--- config.mk ---
export PLATFORM = sky130hd
export DESIGN_NAME = mc_control_fsm_flat
export DESIGN_NICKNAME = d
export VERILOG_FILES = /design/src/rtl/mc_control_fsm_if.sv /design/src/rtl/mc_control_fsm.sv /design/src/flat_wrapper.sv
export SDC_FILE = /design/constraint.sdc
export NUM_CORES = 1
export LEC_CHECK = 0
export CORE_MARGIN = 3
export CORE_UTILIZATION = 35
export CTS_CLUSTER_SIZE = 24
export DETAILED_ROUTE_END_ITERATION = 16
export PLACE_DENSITY_LB_ADDON = 0.1
export SLEW_MARGIN = 20
export SYNTH_ARGS = -nofsm -noshare
export SYNTH_HDL_FRONTEND = slang
export SYNTH_SLANG_ARGS = --single-unit
--- constraint.sdc ---
create_clock -name clk -period 2.94 [get_ports clk]
set_clock_uncertainty 0.1 [all_clocks]
set_input_delay 0.441 -clock clk [delete_from_list [all_inputs] [get_ports clk]]
set_output_delay 0.441 -clock clk [all_outputs]
set_load 0.02 [all_outputs]
--- src/rtl/mc_control_fsm_if.sv ---
// Control bundle between the multicycle control FSM and the datapath.
// master = control FSM (drives selects/enables), slave = datapath side.
interface mc_control_fsm_if;
  logic [5:0] op_code;
  logic [5:0] funct;
  logic       zero;
  logic       mem_ready;
  logic       mem_write;
  logic       ir_write;
  logic       i_or_d;
  logic [1:0] mem_to_reg;
  logic [1:0] reg_dst;
  logic       reg_write;
  logic [1:0] alu_src_a;
  logic [2:0] alu_src_b;
  logic [1:0] alu_op;
  logic [1:0] pc_source;
  logic       pc_write;
  logic       pc_write_cond;
  logic       branch_ne;
  logic       illegal_op;
  logic [3:0] state_dbg;

  modport master (
    input  op_code, funct, zero, mem_ready,
    output mem_write, ir_write, i_or_d, mem_to_reg, reg_dst, reg_write,
           alu_src_a, alu_src_b, alu_op, pc_source, pc_write, pc_write_cond,
           branch_ne, illegal_op, state_dbg
  );

  modport slave (
    output op_code, funct, zero, mem_ready,
    input  mem_write, ir_write, i_or_d, mem_to_reg, reg_dst, reg_write,
           alu_src_a, alu_src_b, alu_op, pc_source, pc_write, pc_write_cond,
           branch_ne, illegal_op, state_dbg
  );
endinterface

--- src/rtl/mc_control_fsm.sv ---
// Multicycle MIPS control FSM with configurable memory wait (counter or mem_ready),
// BEQ/BNE, J/JAL/JR and a sticky illegal-opcode trap. Outputs are decoded from state.
module mc_control_fsm #(
  parameter int MEM_WAIT        = 1,
  parameter int USE_MEM_READY   = 0,
  parameter int TRAP_ON_ILLEGAL = 1
) (
  input  logic               clk,
  input  logic               rst,
  mc_control_fsm_if.master   bus
);

  typedef enum logic [3:0] {
    FETCH     = 4'd0,  DECODE = 4'd1,  MEM_ADDR = 4'd2,  MEM_READ = 4'd3,
    MEM_WB    = 4'd4,  MEM_WRITE = 4'd5, EXEC_R = 4'd6,  WB_R     = 4'd7,
    BRANCH    = 4'd8,  EXEC_I = 4'd9,  WB_I     = 4'd10, JUMP     = 4'd11,
    JR        = 4'd12, JAL    = 4'd13, TRAP     = 4'd14
  } state_t;

  localparam logic [3:0] WAIT_INIT = 4'(MEM_WAIT);

  state_t     state, next_state;
  logic [3:0] wait_cnt;
  logic       illegal_q;
  logic       mem_done;
  logic       unused_zero;

  // Branch resolution happens in the datapath; the flag is carried only for completeness.
  assign unused_zero = bus.zero;

  assign mem_done = (USE_MEM_READY != 0) ? bus.mem_ready : (wait_cnt == 4'd0);

  always_ff @(posedge clk) begin
    if (!rst) begin
      state     <= FETCH;
      wait_cnt  <= WAIT_INIT;
      illegal_q <= 1'b0;
    end else begin
      state <= next_state;
      // Reload on every state change so each memory state starts a fresh wait.
      if (next_state != state)
        wait_cnt <= WAIT_INIT;
      else if (wait_cnt != 4'd0)
        wait_cnt <= wait_cnt - 4'd1;
      if (next_state == TRAP)
        illegal_q <= 1'b1;
    end
  end

  always_comb begin
    next_state        = state;
    bus.mem_write     = 1'b0;
    bus.ir_write      = 1'b0;
    bus.i_or_d        = 1'b0;
    bus.mem_to_reg    = 2'b00;
    bus.reg_dst       = 2'b00;
    bus.reg_write     = 1'b0;
    bus.alu_src_a     = 2'b00;
    bus.alu_src_b     = 3'b000;
    bus.alu_op        = 2'b00;
    bus.pc_source     = 2'b00;
    bus.pc_write      = 1'b0;
    bus.pc_write_cond = 1'b0;
    bus.branch_ne     = 1'b0;

    unique case (state)
      FETCH: begin
        bus.alu_src_b = 3'b001;
        if (mem_done) begin
          bus.ir_write = 1'b1;
          bus.pc_write = 1'b1;
          next_state   = DECODE;
        end
      end
      DECODE: begin
        bus.alu_src_b = 3'b011;
        unique case (bus.op_code)
          6'h00:                      next_state = (bus.funct == 6'h08) ? JR : EXEC_R;
          6'h02:                      next_state = JUMP;
          6'h03:                      next_state = JAL;
          6'h04, 6'h05:               next_state = BRANCH;
          6'h08, 6'h0A, 6'h0C,
          6'h0D, 6'h0E:               next_state = EXEC_I;
          6'h23, 6'h2B:               next_state = MEM_ADDR;
          default:                    next_state = (TRAP_ON_ILLEGAL != 0) ? TRAP : FETCH;
        endcase
      end
      EXEC_R: begin
        bus.alu_op = 2'b10;
        // Shifts take the B register through port A and shamt through port B.
        if (bus.funct == 6'h00 || bus.funct == 6'h02 || bus.funct == 6'h03) begin
          bus.alu_src_a = 2'b10;
          bus.alu_src_b = 3'b100;
        end else begin
          bus.alu_src_a = 2'b01;
          bus.alu_src_b = 3'b000;
        end
        next_state = WB_R;
      end
      WB_R: begin
        bus.reg_dst   = 2'b01;
        bus.reg_write = 1'b1;
        next_state    = FETCH;
      end
      EXEC_I: begin
        bus.alu_src_a = 2'b01;
        bus.alu_src_b = 3'b010;
        bus.alu_op    = 2'b11;
        next_state    = WB_I;
      end
      WB_I: begin
        bus.reg_write = 1'b1;
        next_state    = FETCH;
      end
      MEM_ADDR: begin
        bus.alu_src_a = 2'b01;
        bus.alu_src_b = 3'b010;
        next_state    = (bus.op_code == 6'h2B) ? MEM_WRITE : MEM_READ;
      end
      MEM_READ: begin
        bus.i_or_d = 1'b1;
        if (mem_done) next_state = MEM_WB;
      end
      MEM_WB: begin
        bus.mem_to_reg = 2'b01;
        bus.reg_write  = 1'b1;
        next_state     = FETCH;
      end
      MEM_WRITE: begin
        bus.i_or_d = 1'b1;
        if (mem_done) begin
          bus.mem_write = 1'b1;
          next_state    = FETCH;
        end
      end
      BRANCH: begin
        bus.alu_src_a     = 2'b01;
        bus.alu_op        = 2'b01;
        bus.pc_source     = 2'b01;
        bus.pc_write_cond = 1'b1;
        bus.branch_ne     = (bus.op_code == 6'h05);
        next_state        = FETCH;
      end
      JUMP: begin
        bus.pc_source = 2'b10;
        bus.pc_write  = 1'b1;
        next_state    = FETCH;
      end
      JR: begin
        bus.pc_source = 2'b11;
        bus.pc_write  = 1'b1;
        next_state    = FETCH;
      end
      JAL: begin
        bus.pc_source  = 2'b10;
        bus.pc_write   = 1'b1;
        bus.reg_dst    = 2'b10;
        bus.mem_to_reg = 2'b10;
        bus.reg_write  = 1'b1;
        next_state     = FETCH;
      end
      TRAP:    next_state = TRAP;
      default: next_state = FETCH;
    endcase

    // Reset aborts the instruction in flight without letting any write escape.
    if (!rst) begin
      bus.mem_write     = 1'b0;
      bus.ir_write      = 1'b0;
      bus.reg_write     = 1'b0;
      bus.pc_write      = 1'b0;
      bus.pc_write_cond = 1'b0;
    end
  end

  assign bus.illegal_op = illegal_q;
  assign bus.state_dbg  = state;

endmodule

--- src/flat_wrapper.sv ---
// flat-port wrapper written by rule: the top's interface ports become plain ports
module mc_control_fsm_flat 
#(
  parameter int MEM_WAIT        = 1,
  parameter int USE_MEM_READY   = 0,
  parameter int TRAP_ON_ILLEGAL = 1
)
  (clk, rst, bus_op_code, bus_funct, bus_zero, bus_mem_ready, bus_mem_write, bus_ir_write, bus_i_or_d, bus_mem_to_reg, bus_reg_dst, bus_reg_write, bus_alu_src_a, bus_alu_src_b, bus_alu_op, bus_pc_source, bus_pc_write, bus_pc_write_cond, bus_branch_ne, bus_illegal_op, bus_state_dbg);
  mc_control_fsm_if bus_i ();
  input  logic clk;
  input  logic rst;
  input wire logic [$bits(bus_i.op_code)-1:0] bus_op_code;
  input wire logic [$bits(bus_i.funct)-1:0] bus_funct;
  input wire logic [$bits(bus_i.zero)-1:0] bus_zero;
  input wire logic [$bits(bus_i.mem_ready)-1:0] bus_mem_ready;
  output wire logic [$bits(bus_i.mem_write)-1:0] bus_mem_write;
  output wire logic [$bits(bus_i.ir_write)-1:0] bus_ir_write;
  output wire logic [$bits(bus_i.i_or_d)-1:0] bus_i_or_d;
  output wire logic [$bits(bus_i.mem_to_reg)-1:0] bus_mem_to_reg;
  output wire logic [$bits(bus_i.reg_dst)-1:0] bus_reg_dst;
  output wire logic [$bits(bus_i.reg_write)-1:0] bus_reg_write;
  output wire logic [$bits(bus_i.alu_src_a)-1:0] bus_alu_src_a;
  output wire logic [$bits(bus_i.alu_src_b)-1:0] bus_alu_src_b;
  output wire logic [$bits(bus_i.alu_op)-1:0] bus_alu_op;
  output wire logic [$bits(bus_i.pc_source)-1:0] bus_pc_source;
  output wire logic [$bits(bus_i.pc_write)-1:0] bus_pc_write;
  output wire logic [$bits(bus_i.pc_write_cond)-1:0] bus_pc_write_cond;
  output wire logic [$bits(bus_i.branch_ne)-1:0] bus_branch_ne;
  output wire logic [$bits(bus_i.illegal_op)-1:0] bus_illegal_op;
  output wire logic [$bits(bus_i.state_dbg)-1:0] bus_state_dbg;
  assign bus_i.op_code = bus_op_code;
  assign bus_i.funct = bus_funct;
  assign bus_i.zero = bus_zero;
  assign bus_i.mem_ready = bus_mem_ready;
  assign bus_mem_write = bus_i.mem_write;
  assign bus_ir_write = bus_i.ir_write;
  assign bus_i_or_d = bus_i.i_or_d;
  assign bus_mem_to_reg = bus_i.mem_to_reg;
  assign bus_reg_dst = bus_i.reg_dst;
  assign bus_reg_write = bus_i.reg_write;
  assign bus_alu_src_a = bus_i.alu_src_a;
  assign bus_alu_src_b = bus_i.alu_src_b;
  assign bus_alu_op = bus_i.alu_op;
  assign bus_pc_source = bus_i.pc_source;
  assign bus_pc_write = bus_i.pc_write;
  assign bus_pc_write_cond = bus_i.pc_write_cond;
  assign bus_branch_ne = bus_i.branch_ne;
  assign bus_illegal_op = bus_i.illegal_op;
  assign bus_state_dbg = bus_i.state_dbg;
  mc_control_fsm #(.MEM_WAIT(MEM_WAIT), .USE_MEM_READY(USE_MEM_READY), .TRAP_ON_ILLEGAL(TRAP_ON_ILLEGAL)) u_core (.clk(clk), .rst(rst), .bus(bus_i));
endmodule
Word level (Yosys, flattened, before mapping)
Index checks and enable logic that the tools add are counted.

storage, ports and cells
  flip-flop bits (word level) = 9
  latch bits = 0
  bits in writable memories = 0
  ROM bits = 0
  bits of input ports = 16
  output and inout bits = 25
  memories = 0

cells by class
  add/subtract/negate cells = 1
  multiply operators = 0
  div/mod/pow operators = 0
  magnitude comparators = 0
  equality and inequality tests = 30
  shifts and indexed selects = 0
  multiplexer cells = 28
  bitwise logic cells = 1
  reductions and logical operators = 17

operator list
  cell                                                                    number
  6-bit by 4-bit equality test with 1-bit output (second input constant)  6
  4-bit equality test (second input constant)                             8
  4-bit one-hot mux with 8 select lines                                   1
  6-bit by 2-bit equality test with 1-bit output (second input constant)  4
  4-bit one-hot mux with 6 select lines                                   1
  4-bit by 3-bit equality test with 1-bit output (second input constant)  4
  4-bit two-way mux                                                       4
  6-bit by 3-bit equality test with 1-bit output (second input constant)  2
  6-bit equality test (second input constant)                             2
  6-bit zero test                                                         2
  1-bit two-way mux                                                       12
  2-bit one-hot mux with 2 select lines                                   3
  2-bit one-hot mux with 3 select lines                                   2
  3-bit one-hot mux with 4 select lines                                   1
  2-bit OR reduction                                                      6
  4-bit by 2-bit equality test with 1-bit output (second input constant)  2
  4-bit zero test                                                         2
  3-bit two-way mux                                                       2
  3-bit OR reduction                                                      2
  5-bit OR reduction                                                      1
  4-bit by 1-bit equality test with 1-bit output (second input constant)  1
  4-bit != test                                                           1
  4-bit nonzero test                                                      1
  4-bit OR reduction                                                      1
  5 further kinds                                                         6

Logic depth before layout (Yosys ltp)
  word-level depth = 6
  depth in mapped cells = 8

Worst setup path after synthesis
No wires, ideal clock.

  path kind = flip-flop to output port
  start = reg u_core.wait_cnt[0]
  end = out bus_pc_write
  arrival time = 2.155 ns
  required time = 2.399 ns
  path slack = 0.244 ns
  cell stages (with the launch flop) = 7
  cell sequence = dfxtp_1 > inv_1 > ha_1 > nor3b_1 > nand2_1 > nor4b_1 > a21o_1

on the way
  word-level cells in the longest chain between the ends = 4

ends and longest elaborated chain
  what                                   RTL line               RTL
  from (decl)                            mc_control_fsm.sv:23   logic [3:0] wait_cnt;
  from (signal assigned)                 mc_control_fsm.sv:44   wait_cnt <= wait_cnt - 4'd1;
  4-bit zero test                        mc_control_fsm.sv:31   assign mem_done = (USE_MEM_READY != 0) ? bus.mem_ready : (wait_cnt == 4'd0);
  1-bit two-way mux                      mc_control_fsm.sv:69   if (mem_done) begin
  1-bit one-hot mux with 2 select lines  mc_control_fsm.sv:66   unique case (state)
  1-bit two-way mux                      mc_control_fsm.sv:167  if (!rst) begin
  to (decl)                              flat_wrapper.sv:26     output wire logic [$bits(bus_i.pc_write)-1:0] bus_pc_write;

Every way passes these cells.

Worst setup path in the final report
  start = reg u_core.wait_cnt[0]
  end = out bus_ir_write

on the way
  word-level cells in the longest chain between the ends = 4

ends and longest elaborated chain
  what               RTL line               RTL
  4-bit zero test    mc_control_fsm.sv:31
  1-bit two-way mux  mc_control_fsm.sv:69
  1-bit two-way mux  mc_control_fsm.sv:66
  1-bit two-way mux  mc_control_fsm.sv:167
  to (decl)          flat_wrapper.sv:17     output wire logic [$bits(bus_i.ir_write)-1:0] bus_ir_write;

Every way passes these cells.

==> reports/metrics.csv <==
stage,metric,value,unit
run_status,status,"complete, no violations",
place,port_buffers,38,
clock_tree,clkTransAtPathRegs,60,ps
place,gp_congestion,0.841,
timing,grt_setup_unrepaired,false,
timing,tightest_slew,583,ps
timing,setup_viol,0,
route,vias,1289,
die,die_w,61.6,um
synth,synth-xor-area-share,2.43,%
route,avgRoutedWirePerCell,15.1,um
synth,synth.ff_latch_count,9,
timing,fin_crit_sh,94.2,%
clock_tree,cts_tree,done,
synth,yosysTopAreaCell,dfxtp_1,
route,drc_errors,0,
synth,synthAdderAreaFrac,1.16,%
die,die-area,3790,um^2
hold_path,worst_hold_path_type,reg -> reg,
clock_tree,cts_max_path_buffers,2,
timing,fin_setup_tns,0,ps
synth,yosys.area_share.simple,42.7,%
setup_path,critPathLaunchType,flop,
layout,postLayoutCoreUtil,54.1,%
die,initial_utilization,37.9,%
timing,timing.hold.ws,448,ps
clock_tree,clockRootBuffer,clkbuf_4,
timing,slew_violations,0,
grt,grt_usage,19.0,%
timing,hold_viol,0,
timing,fmax,361,MHz
synth,synth_top_family_by_area,simple AND/OR/NAND/NOR gates,
clock_tree,insertion_delay,260,ps
route,first_iter_violations,65,
setup_path,crit_type,reg -> out,
grt,grt_pass1_vias,1170,
synth,synth_area,1080,um^2
grt,overflow,0,
place,dp_hpwl,2610,um
job,cap_violations,0,
power_and_ir_drop,ir_drop,0.225,mV
layout,final_nets,208,
timing,relSlewSlack,61.1,%
timing,worst_slack,171,ps
route,dr.pass1.iters,4,
synth,synthArstFlopShare,0,%
synth,muxShareOfSynthArea,1.97,%
power_and_ir_drop,p_leak,0.594,nW
setup_path,required,2400,ps
power_and_ir_drop,power_density,514,nW/um^2
synth,synth.top_cell.area_share,16.7,%
synth,yosysSeqAreaShare,16.7,%
route,ant_nets,0,
layout,diodes,0,
die,rows,19,
synth,synth_compound_area_share,27.2,%
clock_tree,cts_sinks,9,
synth,syn_inst,152,
synth,ys.flop_type,dfxtp_1,
synth,syn_area_per_cell,7.11,um^2
synth,ys_warn_count,0,
grt,grt_max_degree,21,
die,io_pins,41,
clock_tree,cts_hold_buffers,0,
clock_tree,cts_buffers,3,
place,pre_cts_ws,142,ps
layout,drive_gt1_share,13.7,%
synth,netlist_top_cells_area,"dfxtp_1, nor2_1, nor3_1, nand2b_1, a21oi_1",
synth,synth_enable_flop_cells,0,
synth,synth_cell_types,54,
grt,antenna_found_initial,0,
timing,min_period,2770,ps
setup_path,cp_max_fo,6,
synth,syn_nets,169,
layout,syn2layout_area_growth,42.8,%
die,die_y,61.6,um
setup_path,endpoint_kind,primary output,
clock_tree,htreeDepth,1,
die,coreArea,2850,um^2
setup_path,worstPathArrival,2230,ps
grt,grt_pass1_wl,5550,um
route,viasPerCell,5.83,
route,routed_wirelength,3340,um
==> sequential cells by signal (all words and copies together), names as in the netlist <==
signal	count
u_core.wait_cnt	4
u_core.bus.state_dbg	4
u_core.bus.illegal_op	1
==> cell usage after synthesis, types with 2 or more instances <==
master    count
buf_2         5
or3_1         2
o31ai_1       2
and2_1        3
a32oi_1       2
and3_1        4
o22ai_1       4
inv_1         6
nor4bb_1      2
clkbuf_1      4
nand2b_1      9
dfxtp_1       9
o21bai_1      2
a21oi_1       9
nor2_1       19
xnor2_1       2
nor3_1       13
nand2_1      11
nand3_1       5
nor2b_1       3
o21ai_0       3
==> routing by layer <==
layer / vias up / track usage, % / part of all wire [%]
met5: - / 0 / 0
met4: 0 / 2.42 / 0.36
met3: 2 / 2.94 / 4.1
met2: 39 / 33.3 / 51
met1: 615 / 25.1 / 44
li1: 633 / - / -
==> worst paths after layout <==
path | endpoint | from | cells past startpoint | slack, ps
max reg2reg | u_core.wait_cnt[0] | u_core.wait_cnt[0] | 8 | 530
max | bus_ir_write | u_core.wait_cnt[0] | 6 | 170
min | u_core.wait_cnt[1] | u_core.wait_cnt[1] | 2 | 450
min reg2reg | u_core.wait_cnt[1] | u_core.wait_cnt[1] | 2 | 450
==> worst max-delay path, cell delays in order, from the launching register on <==
cell and delay (ps):
dfxtp_1 330, inv_1 60, ha_1 230, nor3b_4 230, nand2_1 140, nor4b_2 310
clkdlybuf4s50_1 670
==> cells in the final DEF, fill, tap and decap left out, types with 2 or more instances in the layout <==
cell type and instances:
clkdlybuf4s50_1 37, nor2_1 19, nor3_1 13, nand2_1 11, nand2b_1 9, a21oi_1 9
dfxtp_1 9, buf_4 8, inv_1 6, nand3_1 5, o22ai_1 4, and3_1 4
nor2b_1 3, o21ai_0 3, and2_1 3, clkbuf_4 3, o21bai_1 2, xnor2_1 2
a32oi_1 2, nor4bb_1 2, o31ai_1 2, or3_1 2
==> where the power goes <==
| group | leakage, nW | switching (W) | internal (W) |
|---|---|---|---|
| clock network | 0.0150 | 0.0000436 | 0.0000523 |
| registers | 0.0731 | 0.0000364 | 0.000148 |
| logic | 0.506 | 0.000268 | 0.000244 |
| total | 0.594 | 0.000348 | 0.000445 |
==> through the flow <==
step | instances | area, um^2 | power, W
2_1_floorplan | 152 | 1080 | 0.000524
3_3_place_gp | 217 | 1500 | 0.000673
3_5_place_dp | 217 | 1500 | 0.000682
4_1_cts | 221 | 1530 | 0.000786
5_1_grt | 221 | 1540 | 0.000858
6_report | 221 | 1540 | 0.000793
==> kinds of logic (layout without fill, tap and decap cells) <==
logic type / Yosys count / after routing
mux: 2 / 2
simple gates: 83 / 83
xor+xnor: 3 / 3
flops: 9 / 9
fa+ha+maj: 1 / 1
compound gates: 36 / 36
buf+inv: 18 / 56
==> repair_timing <==
item | 4_1_cts | 5_1_grt
pin swaps | 0 | 0
buffers inserted | 0 | 0
endpoints found under the setup margin | 2 | 2
resized for setup | 1 | 3
==> layout make-up <==
| cell class | instances | area, um^2 |
|---|---|---|
| Fill cell | 285 | 1310 |
| Clock buffer | 4 | 26.3 |
| Tap cell | 31 | 38.8 |
| Timing Repair Buffer | 46 | 443 |
| Sequential cell | 9 | 180 |
| Inverter | 6 | 22.5 |
| Multi-Input combinational cell | 125 | 833 |
Note: power is estimated with default switching activity, not from simulation.
